<file path="config.mk">
export PLATFORM = sky130hd
export DESIGN_NAME = rr_arbiter4
export DESIGN_NICKNAME = d
export VERILOG_FILES = /design/src/rtl/rr_arbiter4.sv
export SDC_FILE = /design/constraint.sdc
export NUM_CORES = 1
export LEC_CHECK = 0
export ABC_AREA = 1
export CORE_MARGIN = 2
export CORE_UTILIZATION = 53
export CTS_CLUSTER_SIZE = 20
export DETAILED_ROUTE_END_ITERATION = 8
export PLACE_DENSITY = 0.77
export SYNTH_ARGS = -nofsm -noshare
export SYNTH_HDL_FRONTEND = slang
export SYNTH_SLANG_ARGS = --single-unit
</file>
<file path="constraint.sdc">
create_clock -name clk -period 4.56 [get_ports clk]
set_input_delay 1.14 -clock clk [delete_from_list [all_inputs] [get_ports clk]]
set_output_delay 1.14 -clock clk [all_outputs]
set_load 0.02 [all_outputs]
</file>
<file path="src/rtl/rr_arbiter4.sv">
`default_nettype none
// ============================================================================
//  Module   : rr_arbiter4
//  Purpose  : Four-way round-robin arbiter for a single shared resource.
//             Issues a registered one-hot grant that is held while the owner
//             keeps its request high. On release, priority rotates starting
//             just after the releasing owner, with no idle bubble if another
//             requester is waiting. Also exports the combinational OR of all
//             requests for upstream wake-up logic.
//
//  Ports    : clk         - system clock, rising edge
//             rst         - synchronous, active-high reset
//             req[3:0]    - request vector, held high for the whole use
//             grant[3:0]  - registered one-hot grant, zero when idle
//             grant_id    - binary index of owner (valid with grant_valid)
//             grant_valid - registered, equals |grant
//             any_req     - combinational OR of req
//             revoke      - registered one-cycle pulse on forced rotation
//
//  Options  : RR_HOLD_LIMIT_EN - when defined, an owner holding for
//             HOLD_LIMIT consecutive cycles is forced to hand over to a
//             waiting requester (revoke pulses for that cycle). When not
//             defined, the hold counter is absent and revoke is tied low.
//
//  Revision : 1.0 - initial release
// ============================================================================
module rr_arbiter4 #(
    parameter int HOLD_LIMIT = 8,
    parameter int CW         = 8
) (
    input  logic       clk,
    input  logic       rst,
    input  logic [3:0] req,
    output logic [3:0] grant,
    output logic [1:0] grant_id,
    output logic       grant_valid,
    output logic       any_req,
    output logic       revoke
);

    localparam logic [0:0] ST_IDLE  = 1'b0;
    localparam logic [0:0] ST_GRANT = 1'b1;

    // Reject parameter sets where the hold counter cannot reach its limit.
    if ((HOLD_LIMIT < 2) || (HOLD_LIMIT > 255) || ((64'd1 << CW) <= 64'(HOLD_LIMIT)))
    begin : g_param_check
        $error("rr_arbiter4: HOLD_LIMIT must be 2..255 and fit in CW bits");
    end

    // First requester found scanning ptr+1, ptr+2, ptr+3, ptr+4 (mod 4).
    // Callers only use the result when r is non-zero.
    function automatic logic [1:0] pick(input logic [1:0] ptr, input logic [3:0] r);
        logic [1:0] idx;
        logic       found;
        pick  = ptr;
        found = 1'b0;
        for (int k = 1; k <= 4; k++) begin
            idx = ptr + 2'(k);
            if (!found && r[idx]) begin
                pick  = idx;
                found = 1'b1;
            end
        end
    endfunction

    function automatic logic [3:0] onehot(input logic [1:0] idx);
        onehot = 4'b0001 << idx;
    endfunction

    logic [0:0] r_state;
    logic [3:0] r_grant;
    logic [1:0] r_grant_id;
    logic       r_grant_valid;
    logic [1:0] r_last;
    logic       r_revoke;

    logic [0:0] w_state_nxt;
    logic [3:0] w_grant_nxt;
    logic [1:0] w_grant_id_nxt;
    logic [1:0] w_last_nxt;
    logic       w_revoke_nxt;
    logic [3:0] w_others;
    logic [1:0] w_win;

`ifdef RR_HOLD_LIMIT_EN
    localparam logic [CW-1:0] c_hold_last = CW'(HOLD_LIMIT - 1);
    logic [CW-1:0] r_cnt;
    logic [CW-1:0] w_cnt_nxt;
`endif

    assign any_req  = req[0] | req[1] | req[2] | req[3];
    // Requests other than the current owner's.
    assign w_others = req & ~onehot(r_grant_id);

    always_comb begin
        w_state_nxt    = r_state;
        w_grant_nxt    = r_grant;
        w_grant_id_nxt = r_grant_id;
        w_last_nxt     = r_last;
        w_revoke_nxt   = 1'b0;
        w_win          = 2'd0;
`ifdef RR_HOLD_LIMIT_EN
        w_cnt_nxt      = r_cnt;
`endif
        case (r_state)
            ST_IDLE: begin
                if (any_req) begin
                    w_win          = pick(r_last, req);
                    w_grant_nxt    = onehot(w_win);
                    w_grant_id_nxt = w_win;
                    w_last_nxt     = w_win;
                    w_state_nxt    = ST_GRANT;
`ifdef RR_HOLD_LIMIT_EN
                    w_cnt_nxt      = '0;
`endif
                end
            end
            ST_GRANT: begin
                if (req[r_grant_id]) begin
`ifdef RR_HOLD_LIMIT_EN
                    if (r_cnt == c_hold_last) begin
                        // Limit reached: hand over only if someone is waiting,
                        // otherwise restart the window for the same owner.
                        w_cnt_nxt = '0;
                        if (|w_others) begin
                            w_win          = pick(r_grant_id, w_others);
                            w_grant_nxt    = onehot(w_win);
                            w_grant_id_nxt = w_win;
                            w_last_nxt     = w_win;
                            w_revoke_nxt   = 1'b1;
                        end
                    end else if (r_cnt != {CW{1'b1}}) begin
                        w_cnt_nxt = r_cnt + 1'b1;
                    end
`endif
                end else if (|w_others) begin
                    // Release with others waiting: back-to-back handover.
                    w_win          = pick(r_grant_id, req);
                    w_grant_nxt    = onehot(w_win);
                    w_grant_id_nxt = w_win;
                    w_last_nxt     = w_win;
`ifdef RR_HOLD_LIMIT_EN
                    w_cnt_nxt      = '0;
`endif
                end else begin
                    w_grant_nxt = 4'b0000;
                    w_state_nxt = ST_IDLE;
                end
            end
            default: begin
                w_grant_nxt = 4'b0000;
                w_state_nxt = ST_IDLE;
            end
        endcase
    end

    always_ff @(posedge clk) begin
        if (rst) begin
            r_state       <= ST_IDLE;
            r_grant       <= 4'b0000;
            r_grant_id    <= 2'd0;
            r_grant_valid <= 1'b0;
            r_last        <= 2'd3;
            r_revoke      <= 1'b0;
        end else begin
            r_state       <= w_state_nxt;
            r_grant       <= w_grant_nxt;
            r_grant_id    <= w_grant_id_nxt;
            r_grant_valid <= |w_grant_nxt;
            r_last        <= w_last_nxt;
            r_revoke      <= w_revoke_nxt;
        end
    end

`ifdef RR_HOLD_LIMIT_EN
    always_ff @(posedge clk) begin
        if (rst) begin
            r_cnt <= '0;
        end else begin
            r_cnt <= w_cnt_nxt;
        end
    end
`endif

    assign grant       = r_grant;
    assign grant_id    = r_grant_id;
    assign grant_valid = r_grant_valid;
    assign revoke      = r_revoke;

endmodule
`default_nettype wire

</file>
==> flow_metrics.tcl <==
set metrics [dict create \
    outcome "completed" \
    min_path_type "reg -> reg" \
    max_cap_violations 0 \
    cts_root_buf "clkbuf_4" \
    core_sq_mm 0.00215 \
    drc 0 \
    slew_headroom_pct 56.5 \
    fin_skew_ps 2.74 \
    drtIter0Drc 29 \
    pwr-share-comb_pct 77.1 \
    avgViaCountPerCell 5.32 \
    clock_sink_count 10 \
    cts_tree "built" \
    port_buffers 13 \
    antennaDiodeCount 0 \
    cts_resized 0 \
    cp-start-kind "input port" \
    drt-total-wl_microns 2560 \
    cts_hold_buf 0 \
    fillCellCount 208 \
    path_clk_slew_ps 70 \
    fmax_mhz 271 \
    max_stage_delay_ps 630 \
    worst-path-max-fanout 4 \
    netlist_area_sq_mm 0.00117 \
    cts_buffer_depth 2 \
    grt_start_max_net_pins 15 \
    worstMarginPinSlew_ps 652 \
    wl_per_cell_microns 11.6 \
    post_synth.cell_area_avg_sq_um 6.51 \
    hpwlAfterDp_microns 2070 \
    end_kind "output pin" \
    cpMostUsedCell "clkdlybuf4s50_1" \
    peakVddDrop_uv 459 \
    gp_congestion 0.942 \
    fin_hold_ws_ps 538 \
    syn-num-nets 190 \
    ys_async_sr_fraction_pct 0 \
    cts_htree_levels 1 \
    initial_utilization_pct 54.6 \
    p_sw_mw 0.674 \
    final_cell_mix "55 x nand2_1, 19 x nand3_1, 16 x inv_1" \
    routed.top_layer "met4" \
    hp-start "grant[2]" \
    synth_cell_types 30 \
    p_sw_share_pct 57.5 \
    fp.dieH_microns 51.0 \
    globalRouteTotalUtil_pct 21.6 \
    crit_arrival_ps 2560 \
    clk_latency_ps 280 \
    setup_violations 0 \
    intPower_mw 0.499 \
    area_growth_pct 14.3 \
    p_total_mw 1.17 \
    synth-main-ff-cell "dfxtp_1" \
    fin_crit_sh_pct 81.1 \
    numCtsBuffers 3 \
    fin_ws_ps 863 \
    layout_commonest_cell "nand2_1" \
    required_ps 3420 \
    die_w_microns 51.0 \
    drive_above_1_share_pct 23.3 \
    critPathLaunch "req[0]" \
    vias 1176 \
    grt_pass1_vias 1039 \
    yosysWarnings 0 \
    pwr-share-seq_pct 15.8 \
    routed-wl-met3_microns 123 \
    clockPowerShare_pct 7.1 \
    crit_chain "clkdlybuf4s50_1 -> inv_2 -> nand4_1 -> clkdlybuf4s50_1" \
    hold_viol 0 \
    overflow 0 \
    drtPass1Iterations 4 \
    critical_path_class "in -> out" \
    crit_slowest_cell "clkdlybuf4s50_1" \
    pwr_density_cell_mw_per_mm2 875 \
    synth_edf_count 0 \
    wl_met2_microns 1250 \
    ant_nets 0 \
    post-route-util_pct 62.4 \
    postSynthCellCount 180 \
    fin_nets 204 \
    rsz0062_at_grt "false" \
    finalSetupTns_ps 0 \
    post_cts_buffers 0 \
    slew_viol_final 0 \
    yosysSeqAreaShare_pct 17.1 \
    synth_seq_cells 10 \
    fin_crit_ps 3700 \
    r2r_start "grant_id[0]" \
    num_rows 17 \
    drt-met1-wl_microns 1150 \
    num_io_pins 15 \
    p_leak_nw 0.669 \
    dpl_worst_slack_ps 892 \
    grt_first_pass_wirelength_microns 4350 \
    antenna_found_initial 0 \
    dieArea_sq_mm 0.00260 \
]
==> per-layer routing <==
layer / global-route usage [%] / vias to the layer above
met5: 0 / -
met2: 36.6 / 38
li1: - / 613
met1: 28.4 / 520
met3: 1.17 / 5
met4: 9.01 / 0
==> synth_stat cells, types with 3 or more instances <==
library cell,n,area (sq um)
nand3_2,3,30.0
a21oi_2,4,35.0
nand3_1,19,95.1
nand2_2,10,62.6
dfxtp_1,10,200
inv_2,5,18.8
inv_1,16,60.1
ha_1,4,50.1
o211ai_1,3,22.5
nand2_1,55,206
nor2_1,10,37.5
nand4_1,4,25.0
nand2_4,9,101
a21oi_1,6,30.0
==> per-stage QoR <==
stage          instance area [sq um]  cells
6_report                        1340    221
3_3_place_gp                    1300    217
4_1_cts                         1340    221
5_1_grt                         1340    221
2_1_floorplan                   1170    180
3_5_place_dp                    1300    217
==> worst paths after layout <==
| path | end | depth (start not counted) | slack (ps) |
|---|---|---|---|
| max reg2reg | grant_valid | 15 | 2000 |
| max | any_req | 4 | 860 |
| min | grant[2] | 2 | 540 |
| min reg2reg | grant[2] | 2 | 540 |
==> power groups by stage <==
stage,Sequential (mW),Combinational [mW],Clock [mW]
2_1_floorplan,0.183,0.749,0
3_3_place_gp,0.184,0.887,0
3_5_place_dp,0.187,0.903,0
4_1_cts,0.185,0.905,0.0852
5_1_grt,0.191,1.02,0.0862
6_report,0.185,0.904,0.0836
==> logic make-up after synthesis <==
logic type      share of synthesized area (%)
simple gates                             55.3
buf+inv                                  10.9
compound gates                           12.2
flops                                    17.1
fa+ha+maj                                4.27
other cells                             0.320
==> final cells by class <==
| cell class | count | area (sq um) | area share (%) |
|---|---|---|---|
| multi-input cells | 143 | 845 | 63.0 |
| flip-flops and latches | 10 | 200 | 14.9 |
| repair buffers | 13 | 130 | 9.71 |
| inverters | 23 | 93.8 | 7.00 |
| clock buffers | 4 | 36.3 | 2.71 |
| well taps | 28 | 35.0 | 2.61 |
==> sequential cells by signal (all words and copies together) (netlist names) <==
| signal | count |
|---|---|
| grant_id | 2 |
| grant | 4 |
| r_last | 2 |
| grant_valid | 1 |
| r_state | 1 |
==> worst max-delay path: cells and delay by family <==
family / cells / cell delay (ps)
buffers and inverters: 3 / 1270
AND/OR/NAND/NOR: 1 / 150
No activity file was read; power rests on OpenSTA's default activity.
==> patch (same settings) <==
The option `RR_HOLD_LIMIT_EN` is turned on by a define.
--- a/src/rtl/rr_arbiter4.sv
+++ b/src/rtl/rr_arbiter4.sv
@@ -25,4 +25,6 @@
 //  Revision : 1.0 - initial release
 // ============================================================================
+`define RR_HOLD_LIMIT_EN
+
 module rr_arbiter4 #(
     parameter int HOLD_LIMIT = 8,
Behaviour: not the same (a bounded check fails within 10 cycles, from zero or initial values and one cycle with rst high).
==> patch against the original RTL <==
Total power down 9.2%. Final area up 39%. Sequential power increased by 31%. Critical path depth unchanged. Non-clock buffer count grew 1. Sequential cell count increased by 9. Worst setup slack got worse by 41 ps. Clock skew rose by 2.5 ps. Synthesized area grew 43%. Wire length rose by 45%. Register-to-register slack got worse by 170 ps. Largest cell class unchanged.
==> patch: results (changes against the original RTL) <==
io_buffer_count: 14  # +1
r2r_slack_ps: 1830  # -170 ps
vias: 1807  # +54%
largest_register_ffs: 8  # +4
r2r_cells: 13  # -2
grt-ovfl-total: 0  # unchanged
grt_pass1_vias: 1516  # +46%
routed_wl_mm: 3.70  # +45%
place_inst: 342  # +58%
nets: 314  # +54%
clk_latency_ps: 300  # +20 ps
synth-seq-area-share_pct: 22.7  # +5.6 points
synth_cell_types: 36  # +20%
min_from: "r_cnt[1]$_SDFFE_PP0P_"
synth_common_cells: "nand2_1 (106), nand3_1 (33), inv_1 (29)"
grt_pass1_wl_mm: 6.44  # +48%
critical_path_arrival_ps: 2600  # +40 ps
synth.area.top_cells: "nand2_1 (24%), dfxtp_1 (23%), nand3_1 (9.8%)"
layout.cells.non_filler: 346  # +57%
drive_gt1_share_pct: 8.28  # -15 points
holdPathEnd: "r_cnt[1]$_SDFFE_PP0P_"
place_congestion: 0.904  # -4.0%
grt_usage_pct: 23.1  # +1.5 points
clock_skew_ps: 5.19  # +2.45 ps
p_leak_nw: 0.901  # +35%
synth.avg_cell_area_um2: 5.81  # -11%
reg2reg_to: "grant_id[1]$_SDFFE_PP0P_"
outcome: "finished clean"
dp_slack_ps: 824  # -68.3 ps
dp_hpwl_mm: 2.95  # +42%
clk_pin_slew_ps: 100  # +30 ps
slew_headroom_pct: 62.6  # +6.1 points
patch: cell types whose count changed after synthesis, sizes merged, moves of 4 or more:
cell   before  now
nand4       4    9
inv        23   35
nor2       15   31
nand2      74  110
nor3        0    4
o21ai       2   11
dfxtp      10   19
nand3      24   35
patch: through the flow:
step / power [mW] / cell area (um2) / utilization (%) / hold slack (ps)
6_report: 1.06 / 1860 / 61.4 / 496
5_1_grt: 1.19 / 1860 / 61.4 / 528
4_1_cts: 1.07 / 1860 / 61.4 / 497
3_5_place_dp: 0.974 / 1830 / 60.6 / 482
3_3_place_gp: 0.972 / 1830 / 60.6 / 476
2_1_floorplan: 0.824 / 1680 / - / 461
patch: critical path, cell delays in order:
cell and delay (ps):
clkdlybuf4s50_1 580, inv_1 120, nand4_2 140, clkdlybuf4s50_1 620
patch: per-layer routing:
layer / wire (um) / track usage [%]
met5: 0 / 0
met4: 29 / 3.81
met3: 189 / 3.90
met2: 1630 / 35.4
met1: 1850 / 34.1
patch: cell families (layout without fill, tap and decap cells):
logic type | after synthesis | count (layout) | share of synthesized area (%)
AND/OR/NAND/NOR | 194 | 194 | 52.1
buffers and inverters | 41 | 54 | 10.7
AO/OA/AOI/OAI | 30 | 30 | 10.8
flip-flops | 19 | 19 | 22.7
adder cells (fa/ha/maj) | 5 | 5 | 3.73
patch: layout make-up:
cell class / count / area (um2) / share of cell area [%]
well taps: 44 / 55.1 / 2.96
repair buffers: 14 / 140 / 7.53
multi-input cells: 229 / 1120 / 60.1
clock buffers: 4 / 26.3 / 1.41
inverters: 36 / 141 / 7.60
flip-flops and latches: 19 / 380 / 20.4
patch: worst max-delay path by stage:
stage / endpoint / cells past startpoint / start / slack (ps)
2_1_floorplan: any_req / 2 / req[1] / 1990
3_3_place_gp: any_req / 4 / req[1] / 830
3_5_place_dp: any_req / 4 / req[1] / 820
4_1_cts: any_req / 4 / req[1] / 820
5_1_grt: any_req / 4 / req[1] / 760
6_report: any_req / 4 / req[1] / 820
patch: where the power goes:
part	internal, mW	switching (mW)	total (mW)
logic	0.249	0.486	0.735
clock network	0.0341	0.0529	0.0870
registers	0.196	0.0477	0.243
total	0.479	0.586	1.06
